===== src/rtl/mem_bus_ctrl.sv =====
// mem_bus_ctrl: memory slave for the mem_bus port of the bus matrix.
// Takes one core load/store at a time, drives a single-port synchronous SRAM,
// steers byte lanes for stores and extracts/extends load data.
// Optional feature macro: MEM_BUS_MISALIGN_EN (fault misaligned half/word
// accesses with rsp_err instead of silently aligning them).
module mem_bus_ctrl #(
    parameter int WORD_AW      = 14,
    parameter int READ_LATENCY = 1
) (
    input  logic               clk,
    input  logic               rst,
    input  logic               req_valid,
    output logic               req_ready,
    input  logic [31:0]        req_addr,
    input  logic               req_we,
    input  logic [1:0]         req_size,
    input  logic               req_unsigned,
    input  logic [31:0]        req_wdata,
    output logic               rsp_valid,
    input  logic               rsp_ready,
    output logic [31:0]        rsp_rdata,
    output logic               rsp_err,
    output logic               sram_en,
    output logic [3:0]         sram_be,
    output logic [WORD_AW-1:0] sram_addr,
    output logic [31:0]        sram_wdata,
    input  logic [31:0]        sram_rdata
);

    typedef enum logic [1:0] {
        ST_IDLE   = 2'd0,
        ST_ACCESS = 2'd1,
        ST_WAIT   = 2'd2,
        ST_RESP   = 2'd3
    } state_t;

    // Byte enables for a store of the given size at lane offset off.
    function automatic logic [3:0] lane_be(input logic [1:0] size, input logic [1:0] off);
        logic [3:0] be;
        case (size)
            2'd0:    be = 4'b0001 << off;
            2'd1:    be = 4'b0011 << {off[1], 1'b0};
            default: be = 4'b1111;
        endcase
        return be;
    endfunction

    // Replicate LSB-justified store data across every lane it could land in.
    function automatic logic [31:0] lane_wdata(input logic [1:0] size, input logic [31:0] wdata);
        logic [31:0] wd;
        case (size)
            2'd0:    wd = {4{wdata[7:0]}};
            2'd1:    wd = {2{wdata[15:0]}};
            default: wd = wdata;
        endcase
        return wd;
    endfunction

    // Pull the addressed byte/half out of a SRAM word and extend it to 32 bits.
    function automatic logic [31:0] load_extract(input logic [31:0] rdata, input logic [1:0] size,
                                                 input logic [1:0] off, input logic uns);
        logic [7:0]  b;
        logic [15:0] h;
        logic [31:0] r;
        b = 8'(rdata >> {off, 3'b000});
        h = 16'(rdata >> {off[1], 4'b0000});
        case (size)
            2'd0:    r = uns ? {24'h000000, b} : {{24{b[7]}}, b};
            2'd1:    r = uns ? {16'h0000, h} : {{16{h[15]}}, h};
            default: r = rdata;
        endcase
        return r;
    endfunction

    state_t               state_r;
    state_t               next_state_s;
    logic [1:0]           off_s;
    logic                 misalign_s;
    logic                 we_r;
    logic [1:0]           size_r;
    logic                 uns_r;
    logic [1:0]           off_r;
    logic [1:0]           cnt_r;
    logic                 req_ready_r;
    logic                 rsp_valid_r;
    logic [31:0]          rsp_rdata_r;
    logic                 rsp_err_r;
    logic                 sram_en_r;
    logic [3:0]           sram_be_r;
    logic [WORD_AW-1:0]   sram_addr_r;
    logic [31:0]          sram_wdata_r;
    logic                 unused_s;

    // Address bits above the SRAM window carry no meaning here.
    assign unused_s = ^req_addr[31:WORD_AW+2];

    // Lane offset of the incoming request, forced to natural alignment per size.
    always_comb begin
        off_s = 2'b00;
        case (req_size)
            2'd0:    off_s = req_addr[1:0];
            2'd1:    off_s = {req_addr[1], 1'b0};
            default: off_s = 2'b00;
        endcase
    end

`ifdef MEM_BUS_MISALIGN_EN
    // Flag half accesses on odd bytes and word accesses off a word boundary.
    always_comb begin
        misalign_s = 1'b0;
        case (req_size)
            2'd0:    misalign_s = 1'b0;
            2'd1:    misalign_s = req_addr[0];
            default: misalign_s = (req_addr[1:0] != 2'b00);
        endcase
    end
`else
    assign misalign_s = 1'b0;
`endif

    // State register.
    always_ff @(posedge clk or negedge rst) begin
        if (!rst) begin
            state_r <= ST_IDLE;
        end else begin
            state_r <= next_state_s;
        end
    end

    // Next-state decode for the request -> access -> wait -> response sequence.
    always_comb begin
        next_state_s = state_r;
        case (state_r)
            ST_IDLE: begin
                if (req_valid && req_ready_r) begin
                    if (misalign_s) begin
                        next_state_s = ST_RESP;
                    end else begin
                        next_state_s = ST_ACCESS;
                    end
                end else begin
                    next_state_s = ST_IDLE;
                end
            end
            ST_ACCESS: begin
                if (we_r) begin
                    next_state_s = ST_RESP;
                end else begin
                    next_state_s = ST_WAIT;
                end
            end
            ST_WAIT: begin
                if (cnt_r == 2'd0) begin
                    next_state_s = ST_RESP;
                end else begin
                    next_state_s = ST_WAIT;
                end
            end
            ST_RESP: begin
                if (rsp_valid_r && rsp_ready) begin
                    next_state_s = ST_IDLE;
                end else begin
                    next_state_s = ST_RESP;
                end
            end
            default: next_state_s = ST_IDLE;
        endcase
    end

    // Registered outputs, request capture, read-latency counter and response data.
    always_ff @(posedge clk or negedge rst) begin
        if (!rst) begin
            req_ready_r  <= 1'b0;
            sram_en_r    <= 1'b0;
            sram_be_r    <= 4'h0;
            sram_addr_r  <= '0;
            sram_wdata_r <= 32'h0;
            rsp_valid_r  <= 1'b0;
            rsp_rdata_r  <= 32'h0;
            rsp_err_r    <= 1'b0;
            cnt_r        <= 2'd0;
            we_r         <= 1'b0;
            size_r       <= 2'd0;
            uns_r        <= 1'b0;
            off_r        <= 2'd0;
        end else begin
            req_ready_r <= (next_state_s == ST_IDLE);
            sram_en_r   <= (next_state_s == ST_ACCESS);
            case (state_r)
                ST_IDLE: begin
                    if (req_valid && req_ready_r) begin
                        we_r         <= req_we;
                        size_r       <= req_size;
                        uns_r        <= req_unsigned;
                        off_r        <= off_s;
                        sram_addr_r  <= req_addr[WORD_AW+1:2];
                        sram_be_r    <= req_we ? lane_be(req_size, off_s) : 4'h0;
                        sram_wdata_r <= lane_wdata(req_size, req_wdata);
                        if (misalign_s) begin
                            rsp_valid_r <= 1'b1;
                            rsp_rdata_r <= 32'h0;
                            rsp_err_r   <= 1'b1;
                        end
                    end
                end
                ST_ACCESS: begin
                    sram_be_r <= 4'h0;
                    cnt_r     <= 2'(READ_LATENCY - 1);
                    if (we_r) begin
                        rsp_valid_r <= 1'b1;
                        rsp_rdata_r <= 32'h0;
                        rsp_err_r   <= 1'b0;
                    end
                end
                ST_WAIT: begin
                    if (cnt_r == 2'd0) begin
                        rsp_valid_r <= 1'b1;
                        rsp_rdata_r <= load_extract(sram_rdata, size_r, off_r, uns_r);
                        rsp_err_r   <= 1'b0;
                    end else begin
                        cnt_r <= cnt_r - 2'd1;
                    end
                end
                ST_RESP: begin
                    if (rsp_ready) begin
                        rsp_valid_r <= 1'b0;
                        rsp_rdata_r <= 32'h0;
                        rsp_err_r   <= 1'b0;
                    end
                end
                default: begin
                    rsp_valid_r <= 1'b0;
                end
            endcase
        end
    end

    assign req_ready  = req_ready_r;
    assign rsp_valid  = rsp_valid_r;
    assign rsp_rdata  = rsp_rdata_r;
    assign rsp_err    = rsp_err_r;
    assign sram_en    = sram_en_r;
    assign sram_be    = sram_be_r;
    assign sram_addr  = sram_addr_r;
    assign sram_wdata = sram_wdata_r;

endmodule


===== config.mk =====
export PLATFORM = sky130hd
export DESIGN_NAME = mem_bus_ctrl
export DESIGN_NICKNAME = d
export VERILOG_FILES = /design/src/rtl/mem_bus_ctrl.sv
export SDC_FILE = /design/constraint.sdc
export NUM_CORES = 1
export LEC_CHECK = 0
export CAP_MARGIN = 20
export CORE_MARGIN = 1.5
export CORE_UTILIZATION = 43
export DETAILED_ROUTE_END_ITERATION = 12
export PLACE_DENSITY = 0.81
export SETUP_SLACK_MARGIN = 0.2
export SKIP_CTS_REPAIR_TIMING = 1
export SKIP_LAST_GASP = 1
export SLEW_MARGIN = 20
export SYNTH_ARGS = -nofsm -noshare
export SYNTH_HDL_FRONTEND = slang
export SYNTH_SLANG_ARGS = --single-unit

===== constraint.sdc =====
create_clock -name clk -period 2.1 [get_ports clk]
set_clock_uncertainty 0.15 [all_clocks]
set_input_delay 0.42 -clock clk [delete_from_list [all_inputs] [get_ports clk]]
set_output_delay 0.42 -clock clk [all_outputs]
set_load 0.005 [all_outputs]

**Word level (Yosys, flattened, before mapping)**

Index checks and enable logic that the tools add are counted.
Widths: inputs -> output; s select.

- Input port bits: 104
- Bits in latches: 0
- Register bits: 96
- ROM bits: 0
- Logic and storage cells: 71
- RAM bits: 0
- Memories kept: 0

- $lt $le $gt $ge: 0
- Bitwise logic cells: 1
- Multiply operators: 0
- Shift operators: 4
- $add $sub $neg: 1
- Mux-type cells: 27
- Reductions and logical operators: 13
- Equal/unequal tests: 11
- Divide/modulo/power cells: 0

Operator list:

| kind | number |
|---|---|
| $mux 32 | 5 |
| $pmux 32 s2 | 2 |
| $pmux 32 s3 | 1 |
| $shr 32x5->16 | 1 |
| $shr 32x5->8 | 1 |
| $pmux 4 s2 | 2 |
| $logic_not 2->1 | 5 |
| $ne 2x2->1 const B | 5 |
| $eq 2x1->1 const B | 4 |
| $mux 1 | 8 |
| $mux 4 | 2 |
| $pmux 2 s2 | 2 |
| $pmux 2 s4 | 1 |
| $pmux 1 s3 | 2 |
| $reduce_and 2->1 | 3 |
| $eq 2x2->1 const B | 2 |
| $mux 2 | 2 |
| $reduce_and 4->1 | 1 |
| $reduce_bool 2->1 | 2 |
| $shl 1x2->4 const A | 1 |
| $shl 2x2->4 const A | 1 |
| $logic_and 1x1->1 | 2 |
| $sub 2x1->2 const B | 1 |
| $not 1->1 | 1 |

**Logic depth before layout (Yosys ltp)**

- Depth after elaboration: 7
- Mapped depth: 8
- Gate-level depth less buffers: 6

**Worst setup path before layout**

No wires, ideal clock.

- Path kind: reg2reg
- Start: register cnt_r[0]
- End: register rsp_rdata_r[21], in the netlist rsp_rdata[21]
- Required time: 1.824 ns
- Stages on the path, launching flop included: 8
- Data arrival time: 1.583 ns
- Path slack: 0.241 ns
- Cell sequence: dfrtp_1 -> inv_1 -> ha_1 -> nor2b_1 -> a21oi_1 -> mux2_2 -> buf_6 -> a221o_1

- Cells in the longest elaborated chain, start to end: 3

RTL lines:

| element | line | RTL |
|---|---|---|
| start, declared | 83 | `logic [1:0] cnt_r;` |
| start signal, assigned | 208 | `cnt_r <= 2'(READ_LATENCY - 1);` |
| start signal, assigned | 221 | `cnt_r <= cnt_r - 2'd1;` |
| $logic_not 2->1 | 216 | `if (cnt_r == 2'd0) begin` |
| $ne 2x2->1 (no line) | - |  |
| $reduce_and 4->1 (no line) | - |  |
| end signal, assigned | 218 | `rsp_rdata_r <= load_extract(sram_rdata, size_r, off_r, uns_r);` |
| end, declared | 86 | `logic [31:0] rsp_rdata_r;` |

Every way passes these cells.
A chain may end at the register's enable or synchronous reset.

**Final worst setup path**

- Start: register sram_addr_r[5], in the netlist sram_addr[5]
- End: output port sram_addr[5]

RTL lines:

| element | line | RTL |
|---|---|---|
| start, declared | 90 | `logic [WORD_AW-1:0] sram_addr_r;` |
| start signal, assigned | 196 | `sram_addr_r <= req_addr[WORD_AW+1:2];` |
| end, declared | 25 | `output logic [WORD_AW-1:0] sram_addr,` |

No word-level cell between the ends.

==> metrics.txt <==
outcome=completed; clock buffer depth=2; core area=0.0102 mm2; Util after Layout=0.666; setup slack at placement=-0.258 ns; total global routing overflow=0; Port Buf Inserts=172; max incr delay on CP=0.55 ns; CP Launch Type=flip-flop; Gate Count Post-Synth=446; num rows=37; Iter 0 DRT Violations=221; clock sinks=95; CTS tree=yes; # IOs=190; arrival time at the worst endpoint=1.30 ns; Die H=105 um; RSZ-0062 raised after global routing=no; critical path peak fanout=2; Final #Nets=739; Die Wd=105 um; first-pass GRT wire length=21.1 mm; most frequent cells in the layout=clkdlybuf4s50_1 (171), nand2_1 (96), dfrtp_1 (94); Clock transition at path regs=0.09 ns; ratio of cells with drive above 1 in the final layout=0.121; Final min period=1.87 ns; asr flop ratio synth=1.00; post-route ant nets=0; Initial Utilization=0.441; pwr/cell area=1260 mW/mm2; final slew viol count=0; CP top delay family=buffers and inverters; ant diodes=0; Achievable Freq=536 MHz; placed inst area=0.00648 mm2; final worst-path cycle share=0.889; mean cell area of the mapped netlist=10.1 um2; Total Wirelength=13.3 mm; Synth Flop Type=dfrtp_1; CTS root buffer=clkbuf_8; overall routing resource usage=0.241; capturing element type of the critical path=output pin; critical-path cell with the highest stage delay=clkdlybuf4s50_1; critical path, cell by cell=clkdlybuf4s50_1; setup TNS=0 ns; initial antenna violation count=0; via/cell ratio=5.24; Crit Path Class=flip-flop to output pin; mapped cell area=0.00451 mm2; Final setup viols=0; Worst-Margin Slew=0.562 ns; worst hold path class=flip-flop to flip-flop; most common cell after layout, fill and taps aside=clkdlybuf4s50_1; DRC=0; Seq cells post-synth=95; WP data required=1.53 ns; VDD IR-drop max=0.000545 V; Worst Slack Setup Final=0.233 ns; DRT Pass-1 Iters=4; Pwr Total=8.55 mW; EDFF count, synth=0; Crit path buffers/inverters=1; area grow syn2layout=51.2%; # H-tree levels=3; worst reg2reg setup slack=0.24 ns; Ys Warns=0; cts bufs inserted=9; Vias=4063; Hold Violations, Final=0; Static Leak=3.05 nW; Netlist cell types=43; full die area=0.0111 mm2; dpl hpwl=9.83 mm; largest net degree at the start of global routing=45; sequential share of the synthesized area=0.527; relative slew slack=0.625; Avg WL per Cell=17.2 um; vias in the first global route=4144; clk_lat worst skew=0.36 ns; RePlAce Congestion=0.802; Max Cap Viol=0; syn nets=551; post-route cell area=0.00681 mm2
## final timing paths
kind / startpoint / to / cells after the start
setup / recovery: sram_addr[5]$_DFFE_PN0P_ / sram_addr[5] / 1
hold / removal: sram_wdata[5]$_DFFE_PN0P_ / sram_wdata[5]$_DFFE_PN0P_ / 2
setup reg to reg: cnt_r[1]$_DFFE_PN0P_ / rsp_rdata[26]$_DFFE_PN0P_ / 6
hold reg to reg: sram_wdata[5]$_DFFE_PN0P_ / sram_wdata[5]$_DFFE_PN0P_ / 2
max in group asynchronous: rst / sram_addr[4]$_DFFE_PN0P_ / 3
min in group asynchronous: rst / rsp_rdata[23]$_DFFE_PN0P_ / 2
## synth_stat cells, drive strengths merged, types with 6 or more instances
master | number | area share
a21boi | 8 | 0.013
a21oi | 31 | 0.034
a221o | 16 | 0.036
and2 | 7 | 0.0097
buf | 19 | 0.028
clkbuf | 11 | 0.0092
dfrtp | 95 | 0.53
inv | 6 | 0.0050
mux2 | 10 | 0.027
mux2i | 32 | 0.074
nand2 | 96 | 0.080
nand2b | 10 | 0.014
nor2 | 33 | 0.032
o21ai | 32 | 0.036
o2bb2ai | 14 | 0.027
## logic make-up (layout without fill, tap and decap cells)
group / Yosys count / after routing / share of synthesized area
compound gates: 112 / 112 / 0.168
fa+ha+maj: 1 / 1 / 0.00278
buf+inv: 36 / 227 / 0.0422
flops: 95 / 95 / 0.527
mux: 42 / 44 / 0.101
other cells: 1 / 1 / 0.000832
simple gates: 159 / 159 / 0.158
## per-layer routing
metal / vias to the layer above / global-route usage / share of wire
li1: 1931 / - / -
met1: 1943 / 0.284 / 0.39
met2: 171 / 0.417 / 0.50
met3: 18 / 0.0736 / 0.088
met4: 0 / 0.0851 / 0.016
met5: - / 0 / 0
## power by group
part	leakage [nW]	switching (mW)	internal (mW)
Clock	0.0981	0.657	0.577
Combinational	1.74	1.69	2.45
Sequential	1.21	0.580	2.60
Total	3.05	2.93	5.63
## state kept, by name, summed over array words and instances (netlist names)
name        flops
sram_addr      14
we_r            1
state_r         2
sram_wdata     32
rsp_valid       1
cnt_r           2
uns_r           1
size_r          2
rsp_rdata      32
sram_en         1
req_ready       1
off_r           2
sram_be         4
## layout make-up
cell class / count / area, um2
clock buffer: 10 / 138
inverter: 6 / 25.0
timing repair buffer: 205 / 2050
clock inverter: 6 / 60.1
multi-input combinational: 317 / 1990
tap: 136 / 170
sequential: 95 / 2380
fill: 787 / 3420
## metrics by stage
step | instances | hold WS, ns
after CTS | 766 | -0.136
after detailed placement | 750 | 0.268
final | 775 | 0.333
after global placement | 750 | 0.260
after floorplan | 446 | -0.0256
after global routing | 775 | 0.360
Power figures use the tool's default switching activity.
